[src/rtl/branch_hazard_ctrl.sv]
`default_nettype none
// ============================================================================
//  Module   : branch_hazard_ctrl
//  Purpose  : ID-stage branch operand forwarding, stall sequencing, taken
//             flush and saturating branch performance counters.
//  Revision : 1.0 - initial release
// ============================================================================
module branch_hazard_ctrl #(
  parameter int EX_FWD_EN = 1,
  parameter int CNT_W     = 16
) (
  input  logic             clk,
  input  logic             reset,
  input  logic             IF_ID_Branch,
  input  logic             IF_ID_Bne,
  input  logic [4:0]       IF_ID_rs,
  input  logic [4:0]       IF_ID_rt,
  input  logic             ID_EX_RegWrite,
  input  logic             ID_EX_MemRead,
  input  logic [4:0]       ID_EX_rd,
  input  logic             EX_MEM_RegWrite,
  input  logic             EX_MEM_MemRead,
  input  logic [4:0]       EX_MEM_rd,
  input  logic             MEM_WB_RegWrite,
  input  logic [4:0]       MEM_WB_rd,
  input  logic             cmp_eq,
  output logic [1:0]       FA,
  output logic [1:0]       FB,
  output logic             stall,
  output logic             PCSrc,
  output logic             IF_ID_Flush,
  output logic [CNT_W-1:0] taken_cnt,
  output logic [CNT_W-1:0] stall_cnt
);

  typedef enum logic [0:0] {
    S_IDLE = 1'b0,
    S_WAIT = 1'b1
  } state_t;

  localparam logic [1:0]       c_SEL_RF  = 2'b00;
  localparam logic [1:0]       c_SEL_EX  = 2'b01;
  localparam logic [1:0]       c_SEL_MEM = 2'b10;
  localparam logic [1:0]       c_SEL_WB  = 2'b11;
  localparam logic [CNT_W-1:0] c_CNT_ONE = CNT_W'(1);

  state_t           r_state;
  state_t           w_state_nxt;
  logic [1:0]       r_cnt;
  logic [1:0]       w_cnt_nxt;
  logic [CNT_W-1:0] r_taken_cnt;
  logic [CNT_W-1:0] r_stall_cnt;
  logic [3:0]       w_rs_res;
  logic [3:0]       w_rt_res;
  logic [1:0]       w_need;

  // Returns {cycles still needed, source select}; the youngest producer wins.
  function automatic logic [3:0] f_resolve(input logic [4:0] op);
    logic w_ex;
    logic w_mem;
    logic w_wb;
    w_ex  = ID_EX_RegWrite  && (ID_EX_rd  == op) && (op != 5'd0);
    w_mem = EX_MEM_RegWrite && (EX_MEM_rd == op) && (op != 5'd0);
    w_wb  = MEM_WB_RegWrite && (MEM_WB_rd == op) && (op != 5'd0);
    f_resolve = {2'd0, c_SEL_RF};
    if (w_ex) begin
      if (ID_EX_MemRead)
        f_resolve = {2'd2, c_SEL_EX};
      else if (EX_FWD_EN != 0)
        f_resolve = {2'd0, c_SEL_EX};
      else
        f_resolve = {2'd1, c_SEL_EX};
    end else if (w_mem) begin
      f_resolve = EX_MEM_MemRead ? {2'd1, c_SEL_MEM} : {2'd0, c_SEL_MEM};
    end else if (w_wb) begin
      f_resolve = {2'd0, c_SEL_WB};
    end
  endfunction

  always_comb begin
    w_rs_res = f_resolve(IF_ID_rs);
    w_rt_res = f_resolve(IF_ID_rt);
    w_need   = (w_rs_res[3:2] > w_rt_res[3:2]) ? w_rs_res[3:2] : w_rt_res[3:2];
  end

  always_comb begin
    w_state_nxt = r_state;
    w_cnt_nxt   = r_cnt;
    FA          = c_SEL_RF;
    FB          = c_SEL_RF;
    stall       = 1'b0;
    PCSrc       = 1'b0;
    IF_ID_Flush = 1'b0;
    if (IF_ID_Branch) begin
      FA = w_rs_res[1:0];
      FB = w_rt_res[1:0];
    end
    case (r_state)
      S_IDLE: begin
        if (IF_ID_Branch) begin
          if (w_need != 2'd0) begin
            stall     = 1'b1;
            w_cnt_nxt = w_need - 2'd1;
            if (w_need > 2'd1)
              w_state_nxt = S_WAIT;
          end else begin
            PCSrc       = cmp_eq ^ IF_ID_Bne;
            IF_ID_Flush = cmp_eq ^ IF_ID_Bne;
          end
        end
      end
      S_WAIT: begin
        // Branch inputs are deliberately ignored until the countdown ends.
        stall     = 1'b1;
        w_cnt_nxt = r_cnt - 2'd1;
        if (r_cnt == 2'd1)
          w_state_nxt = S_IDLE;
      end
      default: begin
        w_state_nxt = S_IDLE;
        w_cnt_nxt   = 2'd0;
      end
    endcase
  end

  always_ff @(posedge clk) begin
    if (reset) begin
      r_state <= S_IDLE;
      r_cnt   <= 2'd0;
    end else begin
      r_state <= w_state_nxt;
      r_cnt   <= w_cnt_nxt;
    end
  end

  always_ff @(posedge clk) begin
    if (reset) begin
      r_taken_cnt <= '0;
      r_stall_cnt <= '0;
    end else begin
      if (PCSrc && (r_taken_cnt != '1))
        r_taken_cnt <= r_taken_cnt + c_CNT_ONE;
      if (stall && (r_stall_cnt != '1))
        r_stall_cnt <= r_stall_cnt + c_CNT_ONE;
    end
  end

  assign taken_cnt = r_taken_cnt;
  assign stall_cnt = r_stall_cnt;

endmodule
`default_nettype wire

[config.mk]
export PLATFORM = sky130hd
export DESIGN_NAME = branch_hazard_ctrl
export DESIGN_NICKNAME = d
export VERILOG_FILES = /design/src/rtl/branch_hazard_ctrl.sv
export SDC_FILE = /design/constraint.sdc
export NUM_CORES = 1
export LEC_CHECK = 0
export ABC_CLOCK_PERIOD_IN_PS = 5200
export BUFFER_PORTS_ARGS = -buffer_cell sky130_fd_sc_hd__buf_4
export CELL_PAD_IN_SITES_DETAIL_PLACEMENT = 0
export CELL_PAD_IN_SITES_GLOBAL_PLACEMENT = 1
export CORE_AREA = 4 4 78 94
export DETAILED_ROUTE_END_ITERATION = 16
export DIE_AREA = 0 0 82 98
export GPL_TIMING_DRIVEN = 0
export HOLD_SLACK_MARGIN = 0.02
export PLACE_DENSITY = 0.82
export SYNTH_ARGS = -nofsm -noshare
export SYNTH_HDL_FRONTEND = slang
export SYNTH_SLANG_ARGS = --single-unit
[constraint.sdc]
create_clock -name clk -period 5.2 [get_ports clk]
set_input_delay 1.04 -clock clk [delete_from_list [all_inputs] [get_ports clk]]
set_output_delay 1.04 -clock clk [all_outputs]
set_load 0.02 [all_outputs]
---- After elaboration in Yosys (flattened, before gate mapping) ----
Cells that the tools add are included.
storage, ports and cells
  bits in registers ....................... 35
  input bits .............................. 35
  output and inout bits ................... 39
  word-level logic and storage cells ...... 66
cells by class
  $add $sub $neg .......................... 4
  magnitude comparators ................... 2
  eq/ne operators ......................... 11
  multiplexer cells ....................... 25
  bitwise logic cells ..................... 2
  reductions and logical operators ........ 18
operators with widths
  operator                                                        count
  adder 16 x 1 -> 16 bit (second input constant)                  2
  != test 16 bit (second input constant)                          2
  equality test 5 bit                                             6
  logical AND 1 bit                                               14
  2-to-1 mux 2 bit                                                7
  2-to-1 mux 4 bit                                                3
  nonzero test 5 bit                                              2
  2-to-1 mux 1 bit                                                9
  2-to-1 mux 3 bit                                                3
  != test 2 bit (second input constant)                           2
  case mux 1 bit (2 select lines)                                 2
  case mux 2 bit (2 select lines)                                 1
  subtractor 2 x 1 -> 2 bit (second input constant)               2
  equality test 2 x 1 -> 1 bit (second input constant)            1
  greater-than comparator 2 x 1 -> 1 bit (second input constant)  1
  greater-than comparator 2 bit                                   1
  AND reduction 2 bit                                             1
  nonzero test 2 bit                                              1
  NOT 1 bit                                                       1
  bitwise XOR 1 bit                                               1

---- Logic depth before layout (Yosys ltp) ----
  depth after elaboration ................. 13
  depth in mapped cells ................... 17
  mapped depth without buffers ............ 15

---- Worst setup path after synthesis ----
OpenSTA, ideal clock, no wires.
  kind .................................... input to output
  start ................................... input IF_ID_rs[0]
  end ..................................... output PCSrc
  data arrival time ....................... 3.895 ns
  required time ........................... 4.160 ns
  setup slack ............................. 0.265 ns
  cell stages on the path ................. 13
  buffers on the path ..................... 1
  path through ............................ or4_4 > o211ai_1 > nor2_1 > and2_1 > ha_1 > nor2b_1 > o21ai_0 > or2_2 > o22a_1 > ha_1 > nand3b_2 > nor2_1 > buf_4
on the way
  cells in the longest elaborated chain, start to end .. 11
  elaborated cells on any way between the ends .. 15
  classes of those cells .................. order compare: 1; eq/ne: 2; mux: 6; reduce/logical: 6
ends and longest elaborated chain
  item                              RTL line  source
  start, declared                   16        input logic [4:0] IF_ID_rs,
  equality test 5 bit               63        w_mem = EX_MEM_RegWrite && (EX_MEM_rd == op) && (op != 5'd0);
  logical AND 1 bit (2 in series)   63
  2-to-1 mux 3 bit                  73        end else if (w_mem) begin
  2-to-1 mux 4 bit *                66        if (w_ex) begin
  greater-than comparator 2 bit     83        w_need = (w_rs_res[3:2] > w_rt_res[3:2]) ? w_rs_res[3:2] : w_rt_res[3:2];
  2-to-1 mux 2 bit *                83
  nonzero test 2 bit *              101       if (w_need != 2'd0) begin
  2-to-1 mux 1 bit * (3 in series)  n/a
  end, declared                     30        output logic PCSrc,
Every way passes the cells marked *; elsewhere a longest branch is shown, timed or not.

---- Worst setup path in the final report ----
  start ................................... input IF_ID_rs[0]
  end ..................................... output PCSrc
on the way
  cells in the longest elaborated chain, start to end .. 11
  elaborated cells on any way between the ends .. 15
  classes of those cells .................. order compare: 1; eq/ne: 2; mux: 6; reduce/logical: 6
ends and longest elaborated chain
  item                             RTL line  source
  equality test 5 bit              63
  logical AND 1 bit (2 in series)  63
  2-to-1 mux 3 bit                 73
  2-to-1 mux 4 bit *               66
  greater-than comparator 2 bit    83
  2-to-1 mux 2 bit *               83
  nonzero test 2 bit *             101
  2-to-1 mux 1 bit *               101
  2-to-1 mux 1 bit *               100       if (IF_ID_Branch) begin
  2-to-1 mux 1 bit *               98        case (r_state)
Marks and branches as above.

==> impl_metrics.toml <==
[run_status]
outcome = "finished, final reports clean"

[cts]
cts_max_path_buffers = 2
numCtsBuffers = 5
cts_tree = "built"
clk_latency_ns = 0.29
clock_sinks = 35
path_clk_slew_ns = 0.07
cts-htree-levels = 2
root_buffer = "clkbuf_8"

[routing]
ant_nets = 0
drt-initial-drc-count = 62
drc = 0
vias_per_cell = 5.13
drt_wl_total_um = 6420
wl_per_cell_um = 13.9
vias = 2362
firstDrtPassIters = 4

[logic_synthesis]
synth_compound_area_frac = 0.152
ys_ff_latch = 35
synth.top_cell.area_share = 0.293
synth_edf_count = 0
synth_flop_cell = "dfxtp_1"
syn_avg_cell_area_um2 = 8.57
synth_area_um2 = 2390
synthMuxAreaShare = 0.00838
synth-simple-area-share = 0.253
netlist_instances = 279
seq_area_frac_synth = 0.293
async_flop_share = 0
synth_area_leaders = "dfxtp_1 29%, xnor2_1 11%, xor2_1 9.9%, nor2_1 6.4%, ha_1 4.2%"
synth_xor_area_frac = 0.213
synth_top_area_cell = "dfxtp_1"
synth.distinct_cells = 52
ys_warn_count = 0
synth_top_family_by_area = "simple AND/OR/NAND/NOR gates"
synth_fp_nets = 322
synth_fa_ha_area_frac = 0.0419

[worst_hold_path]
hold_path.class = "flip-flop to flip-flop"
min_path_cells = 2

[grt]
grt_max_degree = 13
grt_antenna_before_repair = 0
grt_pass1_vias = 2357
grt_overflow_total = 0
track_usage = 0.168
grt_pass1_wl_um = 10900

[pwr]
sw_frac_of_total = 0.271
power_frac_clock = 0.338
power_mw = 0.579
internal-power_mw = 0.422
seqPwrFrac = 0.471
p_leak_nw = 1.31
power_density_nw_per_um2 = 176
combPwrFrac = 0.191
power_switching_mw = 0.157
peakVddDrop_mv = 0.172

[die]
die_y_um = 98
io_pins = 74
initial_core_util = 0.373
die_w_um = 82
die_area_um2 = 8040
coreArea_um2 = 6410
num_rows = 32

[critical_path]
crit_type = "input pin to primary output"
crit_chain = "buf_4, or4_4, o211ai_1, o211ai_1, or2_1, ha_1, nand2_1, o21ai_1, or2_2, o22a_1, ha_4, nand3b_4, nor2_4, buf_4, buf_4"
slowest_stage = "or4_4"
cp.required_ns = 4.16
end_kind = "primary output"
worstPathArrival_ns = 4.01
critPathBufInv = 3
cp_num_cells = 15
start_kind = "input pin"
path_max_fanout = 7
critPathMaxStageDelay_ns = 0.55
reg2reg_depth = 7
path_delay_family = "simple AND/OR/NAND/NOR gates"
worst_path_most_repeated_cell = "buf_4"

[placement]
post-dp-hpwl_um = 4770
place.gp.congestion = 0.838
port_buffers = 70
place_ws_ns = -0.214

[flow_run]
maxCapViolations = 0

[timing]
worst_pin_slew_ns = 0.596
period_share = 0.972
max_freq_mhz = 198
slew_headroom = 0.600
fin_ws_ns = 0.146
finalCriticalPeriod_ns = 5.05
finalHoldViolations = 0
setup_viol = 0
finClkSkew_ns = 0.00652
slew_violations = 0

[final_layout]
final_cell_mix = "90 x buf_4, 39 x nor2_1, 35 x dfxtp_1"
final_nets = 417
syn_to_final_growth_pct = 37.6
antenna_cells = 0
drive_gt1_frac = 0.323
final_common_cell = "buf_4"
## per-stage QoR
stage | setup TNS (ns) | std cells | cell area (um2) | utilization | hold WS (ns)
after floorplan | 0 | 279 | 2390 | - | 0.444
after global placement | -0.378 | 434 | 3020 | 0.472 | 0.457
after detailed placement | -0.426 | 434 | 3020 | 0.472 | 0.469
after CTS | -0.0160 | 458 | 3250 | 0.507 | 0.480
after global routing | -0.0189 | 460 | 3290 | 0.513 | 0.527
final | 0 | 460 | 3290 | 0.513 | 0.475
## power by group through the flow
stage | logic (mW) | clock network [mW] | registers [mW]
CTS | 0.106 | 0.205 | 0.272
finish | 0.110 | 0.196 | 0.273
global route | 0.120 | 0.214 | 0.273
floorplan | 0.0470 | 0 | 0.280
global placement | 0.0901 | 0 | 0.279
detailed placement | 0.0911 | 0 | 0.279
## layer usage
layer  vias to the layer above  track usage  part of all wire
met5                         -            0                 0
met4                         0       0.0512             0.012
met3                         9       0.0268             0.045
met2                        63        0.292              0.51
met1                      1111        0.208              0.43
li1                       1179            -                 -
## synth_stat cells (2+ instances only)
cell type	n
a2111oi_2	2
a211oi_1	5
a21oi_1	4
a31oi_1	2
and2_1	5
and3_1	4
and4_1	3
buf_2	5
clkbuf_1	7
dfxtp_1	35
ha_1	8
inv_1	9
mux2i_1	2
nand2_1	11
nand3_1	9
nand4_1	10
nor2_1	41
nor2b_1	4
nor3_1	2
nor4_1	5
o2111ai_1	2
o211a_1	2
o211ai_1	10
o21a_1	2
o21ai_0	2
o221a_2	2
o22a_1	2
or2_2	2
or4_1	2
or4_4	2
xnor2_1	31
xor2_1	27
## tightest hold or removal path: cells and delay by family (launching register included)
family	cells	cell delay, ns
flip-flops	1	0.30
buffers and inverters	1	0.06
AO/OA/AOI/OAI	1	0.06
## cells by family after synthesis
kind of cell / after synthesis
xor+xnor: 58
fa+ha+maj: 8
compound gates: 44
buf+inv: 22
simple gates: 110
flops: 35
mux: 2
## final cells by class
cell class / count / area (um2)
inverter: 9 / 33.8
sequential: 35 / 701
clock inverter: 2 / 12.5
tap: 85 / 106
fill: 637 / 3120
multi-input combinational: 222 / 1640
clock buffer: 6 / 72.6
timing repair buffer: 89 / 668
buffer: 12 / 55.1
## flip-flops by register name, indices dropped and copies added, names as in the netlist
name and cells:
r_cnt 2, r_state 1, stall_cnt 16, taken_cnt 16
## worst paths after layout
path                             startpoint                        end  slack (ns)
setup / recovery                IF_ID_rs[0]                      PCSrc        0.15
hold / removal        r_cnt[1]$_SDFFE_PP0P_      r_cnt[1]$_SDFFE_PP0P_        0.48
setup reg to reg  taken_cnt[6]$_SDFFE_PP0P_  taken_cnt[9]$_SDFFE_PP0P_        3.33
hold reg to reg       r_cnt[1]$_SDFFE_PP0P_      r_cnt[1]$_SDFFE_PP0P_        0.48
## timing repair
action | in CTS | in global routing
setup endpoints to repair | 3 | 3
resized for setup | 5 | 5
pin swaps | 2 | 6
buffers inserted | 17 | 2
hold buffers | 0 | 0
cloned | 0 | 0
Note: power is estimated with default switching activity, not from simulation.
